**config.mk**
```make
export PLATFORM = sky130hd
export DESIGN_NAME = fetch_unit
export DESIGN_NICKNAME = d
export VERILOG_FILES = /design/src/rtl/cpu_pkg.sv /design/src/rtl/RegisterNbit.sv /design/src/rtl/pc_next.sv /design/src/rtl/fetch_unit.sv
export SDC_FILE = /design/constraint.sdc
export NUM_CORES = 1
export LEC_CHECK = 0
export CAP_MARGIN = 20
export CORE_ASPECT_RATIO = 0.6
export CORE_MARGIN = 1.5
export CORE_UTILIZATION = 48
export CTS_BUF_LIST = sky130_fd_sc_hd__clkbuf_8
export DETAILED_ROUTE_END_ITERATION = 7
export PLACE_DENSITY_LB_ADDON = 0.08
export SYNTH_ARGS = -nofsm -noshare
export SYNTH_HDL_FRONTEND = slang
export SYNTH_SLANG_ARGS = --single-unit
```
**constraint.sdc**
```tcl
create_clock -name clock -period 3.9 [get_ports clock]
set_input_delay 0.78 -clock clock [delete_from_list [all_inputs] [get_ports clock]]
set_output_delay 0.78 -clock clock [all_outputs]
set_load 0.005 [all_outputs]
```
**src/rtl/cpu_pkg.sv**
```systemverilog
// Shared CPU definitions: control-word field positions, PC-select encodings,
// the NOP encoding and the fetch FSM state type.
package cpu_pkg;

   localparam int CW_PS_HI = 28;
   localparam int CW_PS_LO = 27;
   localparam int CW_PCSEL = 26;
   localparam int CW_IL    = 24;
   localparam int CW_SL    = 23;

   localparam logic [1:0] PS_HOLD   = 2'b00;
   localparam logic [1:0] PS_INC    = 2'b01;
   localparam logic [1:0] PS_BRANCH = 2'b10;
   localparam logic [1:0] PS_HOLD2  = 2'b11;

   localparam logic [31:0] NOP_INSTR = 32'hD503201F;

   typedef enum logic {
      IDLE = 1'b0,
      WAIT = 1'b1
   } fetch_state_t;

endpackage

```
**src/rtl/RegisterNbit.sv**
```systemverilog
// N-bit register with load enable; one-cycle latency, holds when load is low.
// Asynchronous active-high reset clears to zero.
module RegisterNbit #(
   parameter int N = 4
) (
   input  logic         clock,
   input  logic         reset,
   input  logic         load,
   input  logic [N-1:0] d,
   output logic [N-1:0] q
);

   always_ff @(posedge clock or posedge reset) begin
      if (reset)
         q <= '0;
      else if (load)
         q <= d;
   end

endmodule

```
**src/rtl/pc_next.sv**
```systemverilog
// Combinational next-PC selection: hold, increment by 4, PC-relative word
// branch or absolute register target. All arithmetic wraps modulo 2^64.
module pc_next
   import cpu_pkg::*;
(
   input  logic [63:0] pc,
   input  logic [1:0]  ps,
   input  logic        pcsel,
   input  logic [63:0] k,
   input  logic [63:0] reg_a,
   output logic [63:0] next_pc
);

   always_comb begin
      next_pc = pc;
      case (ps)
         PS_INC:    next_pc = pc + 64'd4;
         // k is a word offset; register targets are taken unaligned as-is
         PS_BRANCH: next_pc = pcsel ? (pc + (k << 2)) : reg_a;
         default:   next_pc = pc;
      endcase
   end

endmodule

```
**src/rtl/fetch_unit.sv**
```systemverilog
// Instruction fetch: PC, instruction and status registers plus a two-state
// memory handshake FSM; stall freezes the control unit while a fetch is pending.
module fetch_unit
   import cpu_pkg::*;
#(
   parameter int TIMEOUT = 15
) (
   input  logic        clock,
   input  logic        reset,
   input  logic [1:0]  cw_ps,
   input  logic        cw_pcsel,
   input  logic        cw_il,
   input  logic        cw_sl,
   input  logic [63:0] k,
   input  logic [63:0] reg_a,
   input  logic [3:0]  alu_status,
   input  logic [31:0] imem_rdata,
   input  logic        imem_ready,
   output logic [63:0] pc,
   output logic [31:0] instruction,
   output logic [3:0]  status,
   output logic        imem_req,
   output logic [63:0] imem_addr,
   output logic        stall,
   output logic        fetch_fault
);

   localparam logic [3:0] TIMEOUT_CNT = TIMEOUT[3:0];

   fetch_state_t state, state_next;
   logic [3:0]   timer, timer_next, timer_inc;
   logic         instr_load;
   logic [31:0]  instr_next;
   logic         fault_set;
   logic [63:0]  pc_nxt;

   assign imem_req  = (state == WAIT);
   assign imem_addr = pc;
   assign timer_inc = timer + 4'd1;

   always_comb begin
      state_next = state;
      timer_next = timer;
      instr_load = 1'b0;
      instr_next = imem_rdata;
      fault_set  = 1'b0;
      stall      = 1'b0;
      case (state)
         IDLE: begin
            if (cw_il) begin
               state_next = WAIT;
               stall      = 1'b1;
            end
         end
         WAIT: begin
            // ready wins over a coincident timeout
            if (imem_ready) begin
               instr_load = 1'b1;
               state_next = IDLE;
               timer_next = 4'd0;
            end else begin
               stall = 1'b1;
               if (timer_inc == TIMEOUT_CNT) begin
                  instr_load = 1'b1;
                  instr_next = NOP_INSTR;
                  fault_set  = 1'b1;
                  state_next = IDLE;
                  timer_next = 4'd0;
               end else begin
                  timer_next = timer_inc;
               end
            end
         end
         default: state_next = IDLE;
      endcase
   end

   always_ff @(posedge clock or posedge reset) begin
      if (reset) begin
         state       <= IDLE;
         timer       <= 4'd0;
         instruction <= 32'd0;
         fetch_fault <= 1'b0;
         pc          <= 64'd0;
      end else begin
         state <= state_next;
         timer <= timer_next;
         if (instr_load)
            instruction <= instr_next;
         if (fault_set)
            fetch_fault <= 1'b1;
         if (!stall)
            pc <= pc_nxt;
      end
   end

   pc_next u_pc_next (
      .pc      (pc),
      .ps      (cw_ps),
      .pcsel   (cw_pcsel),
      .k       (k),
      .reg_a   (reg_a),
      .next_pc (pc_nxt)
   );

   RegisterNbit #(.N(4)) u_status (
      .clock (clock),
      .reset (reset),
      .load  (cw_sl & ~stall),
      .d     (alu_status),
      .q     (status)
   );

endmodule
```
==> impl_metrics.tcl, run 1 <==
set metrics [dict create \
    crit_fanout 3 \
    vias_per_cell 6.11 \
    clock_path_buffers 2 \
    initial_utilization 0.497 \
    cts_root_buf "clkbuf_8" \
    hpwlAfterDp_um 30300 \
    maxSlewHeadroom 0.434 \
    firstDrtPassIters 5 \
    ioPinCount 339 \
    fin_crit_sh 0.970 \
    rrSetupSlack_ps 390 \
    ys_ff_latch 106 \
    startpoint "k[6]" \
    grtUsageTotal 0.352 \
    min_period_ps 3780 \
    htree_levels 3 \
    post_synth.cell_area_avg_um2 7.91 \
    overflow 0 \
    maxCapViolations 0 \
    drive_above_1_share 0.101 \
    p_per_area_mw_per_mm2 680 \
    core_region_area_mm2 0.0203 \
    num_vias 11431 \
    place_ws_ps -422 \
    worstSetupStartpointType "input pin" \
    fp.dieW_um 190 \
    finalSetupTns_ps 0 \
    layout.nets 1830 \
    gp_congestion 1.00 \
    wire_per_inst_um 20.7 \
    crit_required_ps 4230 \
    grt_pass1_wl_um 59600 \
    crit_type "in -> reg" \
    clk_pin_slew_ps 120 \
    setup_viol 0 \
    grtUsageMet1 0.546 \
    met3_usage 0.0809 \
    finalWorstSetupSlack_ps 115 \
    port_buffers 336 \
    yosys_warnings 0 \
    netlist_area_mm2 0.0101 \
    arrival_ps 4110 \
    r2r-end "imem_addr[63]" \
    finalWirelength_um 38800 \
    ys_seq_area_frac 0.263 \
    ant_nets 0 \
    ys_async_sr_fraction 1.00 \
    ys_types 79 \
    syn-num-nets 1512 \
    ff2ff_path_depth 10 \
    grt.busiest_layer "met1" \
    area_delta_synth_final_pct 39.2 \
    clkLatencyLatePin_ps 430 \
    grtUsageMet2 0.487 \
    cts_tree "yes" \
    antenna_found_initial 1 \
    grt_max_degree 58 \
    dp.cells 1852 \
    final_cells 1871 \
    fp.dieH_um 115 \
    worst-slew-pin-transition_ps 849 \
    rr_startpoint "imem_addr[22]" \
    numCtsBuffers 9 \
    fp-row-count 40 \
    cp-end-kind "register" \
    cts.sinks 106 \
    ys.flop_type "dfrtp_1" \
    die_area_mm2 0.0219 \
    final_cell_mix "335 x clkdlybuf4s50_1, 160 x a21oi_1, 109 x nor2_1, 106 x nand2_1, 106 x dfrtp_1" \
    synth_edf_count 0 \
    fmax_mhz 264 \
    p_leak_nw 5.77 \
    rsz0062_at_grt "true" \
    status "completed" \
    drc 0 \
    fin_skew_ps 17.3 \
    vdd_drop_max_v 0.000412 \
    hp-class "reg -> reg" \
    synth_cells 1274 \
    hold_violations 0 \
    final_common_cell "clkdlybuf4s50_1" \
    power_mw 9.54 \
    drt_iter0_markers 1137 \
    postCtsHoldBufs 0 \
    crit_path_end "imem_addr[39]" \
    grt_pass1_vias 10451 \
    slew_violations 0 \
]
-- repair_timing --
action,in CTS,in global routing
endpoints found under the setup margin,0,18
buffers inserted,0,2
gates resized for setup,0,9
endpoints found under the hold margin,0,0
-- critical path, cell delays in order --
cell,delay [ps]
clkdlybuf4s50_1,400
ha_1,330
a21oi_2,200
and4b_1,220
o31ai_1,330
a21oi_1,150
buf_4,170
or2_2,300
buf_4,150
a31oi_1,240
o21bai_1,140
a21o_1,210
mux2i_1,160
nor4_1,320
-- report_power, final --
group,internal (mW),total [mW],switching (mW)
sequential,1.50,2.17,0.673
combinational,3.47,6.65,3.18
clock,0.245,0.719,0.474
total,5.22,9.54,4.33
-- metal layers --
| metal | share of wire | vias up |
|---|---|---|
| met5 | 0 | - |
| met4 | 0.014 | 0 |
| met3 | 0.12 | 43 |
| met2 | 0.40 | 707 |
| met1 | 0.47 | 5393 |
| li1 | - | 5288 |
-- synth_stat cells (20+ instances only) --
| master | instances | area (µm²) |
|---|---|---|
| nand2_1 | 106 | 398 |
| inv_1 | 38 | 143 |
| a22o_1 | 21 | 184 |
| buf_4 | 65 | 488 |
| xnor2_1 | 37 | 324 |
| a21oi_1 | 163 | 816 |
| clkbuf_1 | 50 | 188 |
| dfrtp_1 | 106 | 2650 |
| ha_1 | 65 | 813 |
| and3_1 | 21 | 131 |
| o21ai_0 | 84 | 420 |
| o21bai_1 | 20 | 150 |
| mux2i_1 | 22 | 220 |
| nand3_1 | 46 | 230 |
| nor2_1 | 110 | 413 |
| o22a_1 | 21 | 184 |
| a21o_1 | 24 | 180 |
-- how the worst min path moves through the flow --
stage          slack, ps   startpoint           to  cells after the start
6_report             500  fetch_fault  fetch_fault                      1
5_1_grt              510  fetch_fault  fetch_fault                      1
4_1_cts              490  fetch_fault  fetch_fault                      1
3_5_place_dp         470  fetch_fault  fetch_fault                      1
3_3_place_gp         460  fetch_fault  fetch_fault                      1
2_1_floorplan        470  fetch_fault  fetch_fault                      1
-- sequential cells by signal, summed over array words and instances (netlist names) --
register,flops
imem_req,1
u_status.q,4
imem_addr,64
timer,4
instruction,32
fetch_fault,1
-- per-stage QoR --
| step | cell area (µm²) | hold WS (ps) | utilization |
|---|---|---|---|
| floorplan | 10100 | 468 | - |
| global placement | 13800 | 464 | 0.681 |
| detailed placement | 13800 | 465 | 0.681 |
| CTS | 14000 | 494 | 0.690 |
| global route | 14000 | 515 | 0.692 |
| finish | 14000 | 496 | 0.692 |
-- area by class of cell --
type,instances,area (µm²)
Tap cell,273,342
Fill cell,1742,6240
Inverter,39,149
Antenna cell,1,2.50
Multi-Input combinational cell,997,6550
Sequential cell,106,2650
Timing Repair Buffer,439,4140
Clock inverter,7,63.8
Clock buffer,9,124
-- logic make-up (layout without fill, tap and decap cells) --
logic type      Yosys count  in the layout  synth area share
compound gates          462            462             0.296
fa+ha+maj                66             66            0.0827
other cells               0              1                 0
flops                   106            106             0.263
buf+inv                 171            494            0.0900
mux                      33             33            0.0341
xor+xnor                 54             54            0.0469
simple gates            382            382             0.187
Note: power is estimated with default switching activity, not from simulation.
==> run 2, diff against run 1 <==
==> constraint.sdc (replaced) <==
create_clock -name clock -period 3.9 [get_ports clock]
set_input_delay 0.585 -clock clock [delete_from_list [all_inputs] [get_ports clock]]
set_output_delay 0.585 -clock clock [all_outputs]
set_load 0.005 [all_outputs]
==> impl_metrics.tcl, run 2 (same netlist as run 1, synthesis figures left out) <==
set metrics [dict create \
    status "completed" \
    min_period_ps 3690 \
    fin_crit_sh 0.947 \
    maxSlewHeadroom 0.461 \
    post-route-util 0.681 \
    crit_fanout 3 \
    drive_above_1_share 0.0822 \
    initial_utilization 0.497 \
    pwr-share-seq 0.229 \
    gp_congestion 1.02 \
    p_per_area_mw_per_mm2 678 \
    met3_usage 0.0806 \
    placed_cell_area_mm2 0.0136 \
    fp.dieH_um 115 \
    crit_family "compound AO/OA/AOI/OAI gates" \
    fmax_mhz 271 \
    ant_nets 0 \
    n_antenna_cell 0 \
    rsz0062_at_grt "false" \
    finalWorstSetupSlack_ps 205 \
    fillers 1730 \
    vias_per_cell 6.13 \
    wire_per_inst_um 20.9 \
    path_buf_inv 3 \
    final_common_cell "clkdlybuf4s50_1" \
    p_leak_nw 5.63 \
    cp-end-kind "register" \
    switching_power_mw 4.23 \
    antenna_found_initial 0 \
    postCtsHoldBufs 0 \
    crit_cells 14 \
    swShare 0.452 \
    maxCapViolations 0 \
    port_buffers 336 \
    grtUsageTotal 0.346 \
    regArea_mm2 0.00265 \
    intPower_mw 5.13 \
    htree_levels 3 \
    critPathMaxStageDelay_ps 400 \
    crit_required_ps 4200 \
    die_area_mm2 0.0219 \
    final_cell_mix "335 x clkdlybuf4s50_1, 163 x a21oi_1, 109 x nor2_1, 106 x nand2_1, 106 x dfrtp_1" \
    drt_iter0_markers 1161 \
    vdd_drop_max_v 0.000351 \
    design_area_mm2 0.0138 \
    clock_power_share 0.079 \
    drc 0 \
    timing.hold.ws_ps 505 \
    hp-class "reg -> reg" \
    grt.busiest_layer "met1" \
    cts_root_buf "clkbuf_8" \
    slew_violations 0 \
    cts.sinks 106 \
    place_ws_ps -208 \
    fp.dieW_um 190 \
    ioPinCount 339 \
    worst-slew-pin-transition_ps 805 \
    dp.cells 1826 \
    clkLatencyLatePin_ps 420 \
    post_cts_buffers 0 \
    fin_skew_ps 12.1 \
    clock_path_buffers 2 \
    combPwrFrac 0.692 \
    worstPathCellList "clkdlybuf4s50_1 > ha_1 > a21oi_1 > and4b_1 > o31ai_1 > buf_4 > a21oi_1 > or2_2 > buf_4 > a31oi_1 > o21bai_1 > a21o_1 > mux2i_1 > nor4_1" \
    final_cells 1842 \
    grt_pass1_wl_um 58500 \
    num_vias 11286 \
    slowest_stage "clkdlybuf4s50_1" \
    numCtsBuffers 9 \
    hpwlAfterDp_um 30300 \
    grtUsageMet1 0.547 \
    finalWirelength_um 38500 \
    layout.nets 1802 \
    fp-row-count 40 \
    setup_viol 0 \
    largest_reg_flops 64 \
    cts_tree "yes" \
    ff2ff_path_depth 13 \
    grt_pass1_vias 10251 \
    whs_path_depth 1 \
    core_region_area_mm2 0.0203 \
    crit_type "in -> reg" \
    grtUsageMet2 0.473 \
    clk_pin_slew_ps 110 \
    cts_resized 0 \
    arrival_ps 3990 \
    grt_max_degree 46 \
    overflow 0 \
    worstSetupStartpointType "input pin" \
    area_delta_synth_final_pct 36.9 \
    firstDrtPassIters 6 \
    hold_violations 0 \
    multi_input_area_mm2 0.00653 \
]
-- run 2: worst paths after layout --
| path | from | end | slack (ps) |
|---|---|---|---|
| max | k[6] | imem_addr[39] | 210 |
| min | fetch_fault | fetch_fault | 510 |
| max reg2reg | imem_addr[2] | imem_addr[58] | 310 |
| min reg2reg | fetch_fault | fetch_fault | 510 |
| max in group asynchronous | reset | instruction[6] | 2490 |
| min in group asynchronous | reset | instruction[22] | 600 |
-- run 2: cell type report --
type	count	area share
clock buffers	9	0.00897
clock inverters	7	0.00553
inverters	39	0.0108
multi-input cells	997	0.473
flip-flops and latches	106	0.192
well taps	273	0.0247
repair buffers	411	0.285
-- run 2: power groups by stage --
stage,clock network [mW],logic (mW),registers [mW]
after CTS,0.758,6.35,2.13
final,0.740,6.48,2.15
after global placement,0,6.26,2.14
after floorplan,0,3.83,2.02
after global routing,0.789,7.00,2.21
after detailed placement,0,6.31,2.15
-- run 2: layer usage --
layer	wire (µm)	up-vias
met5	0	-
met1	18100	5343
met4	341	0
li1	-	5224
met2	15300	690
met3	4710	29
-- run 2: through the flow --
step | setup TNS [ps] | power, mW
floorplan | 0 | 5.85
global placement | -1310 | 8.40
detailed placement | -1310 | 8.46
CTS | 0 | 9.24
global route | 0 | 9.99
finish | 0 | 9.36
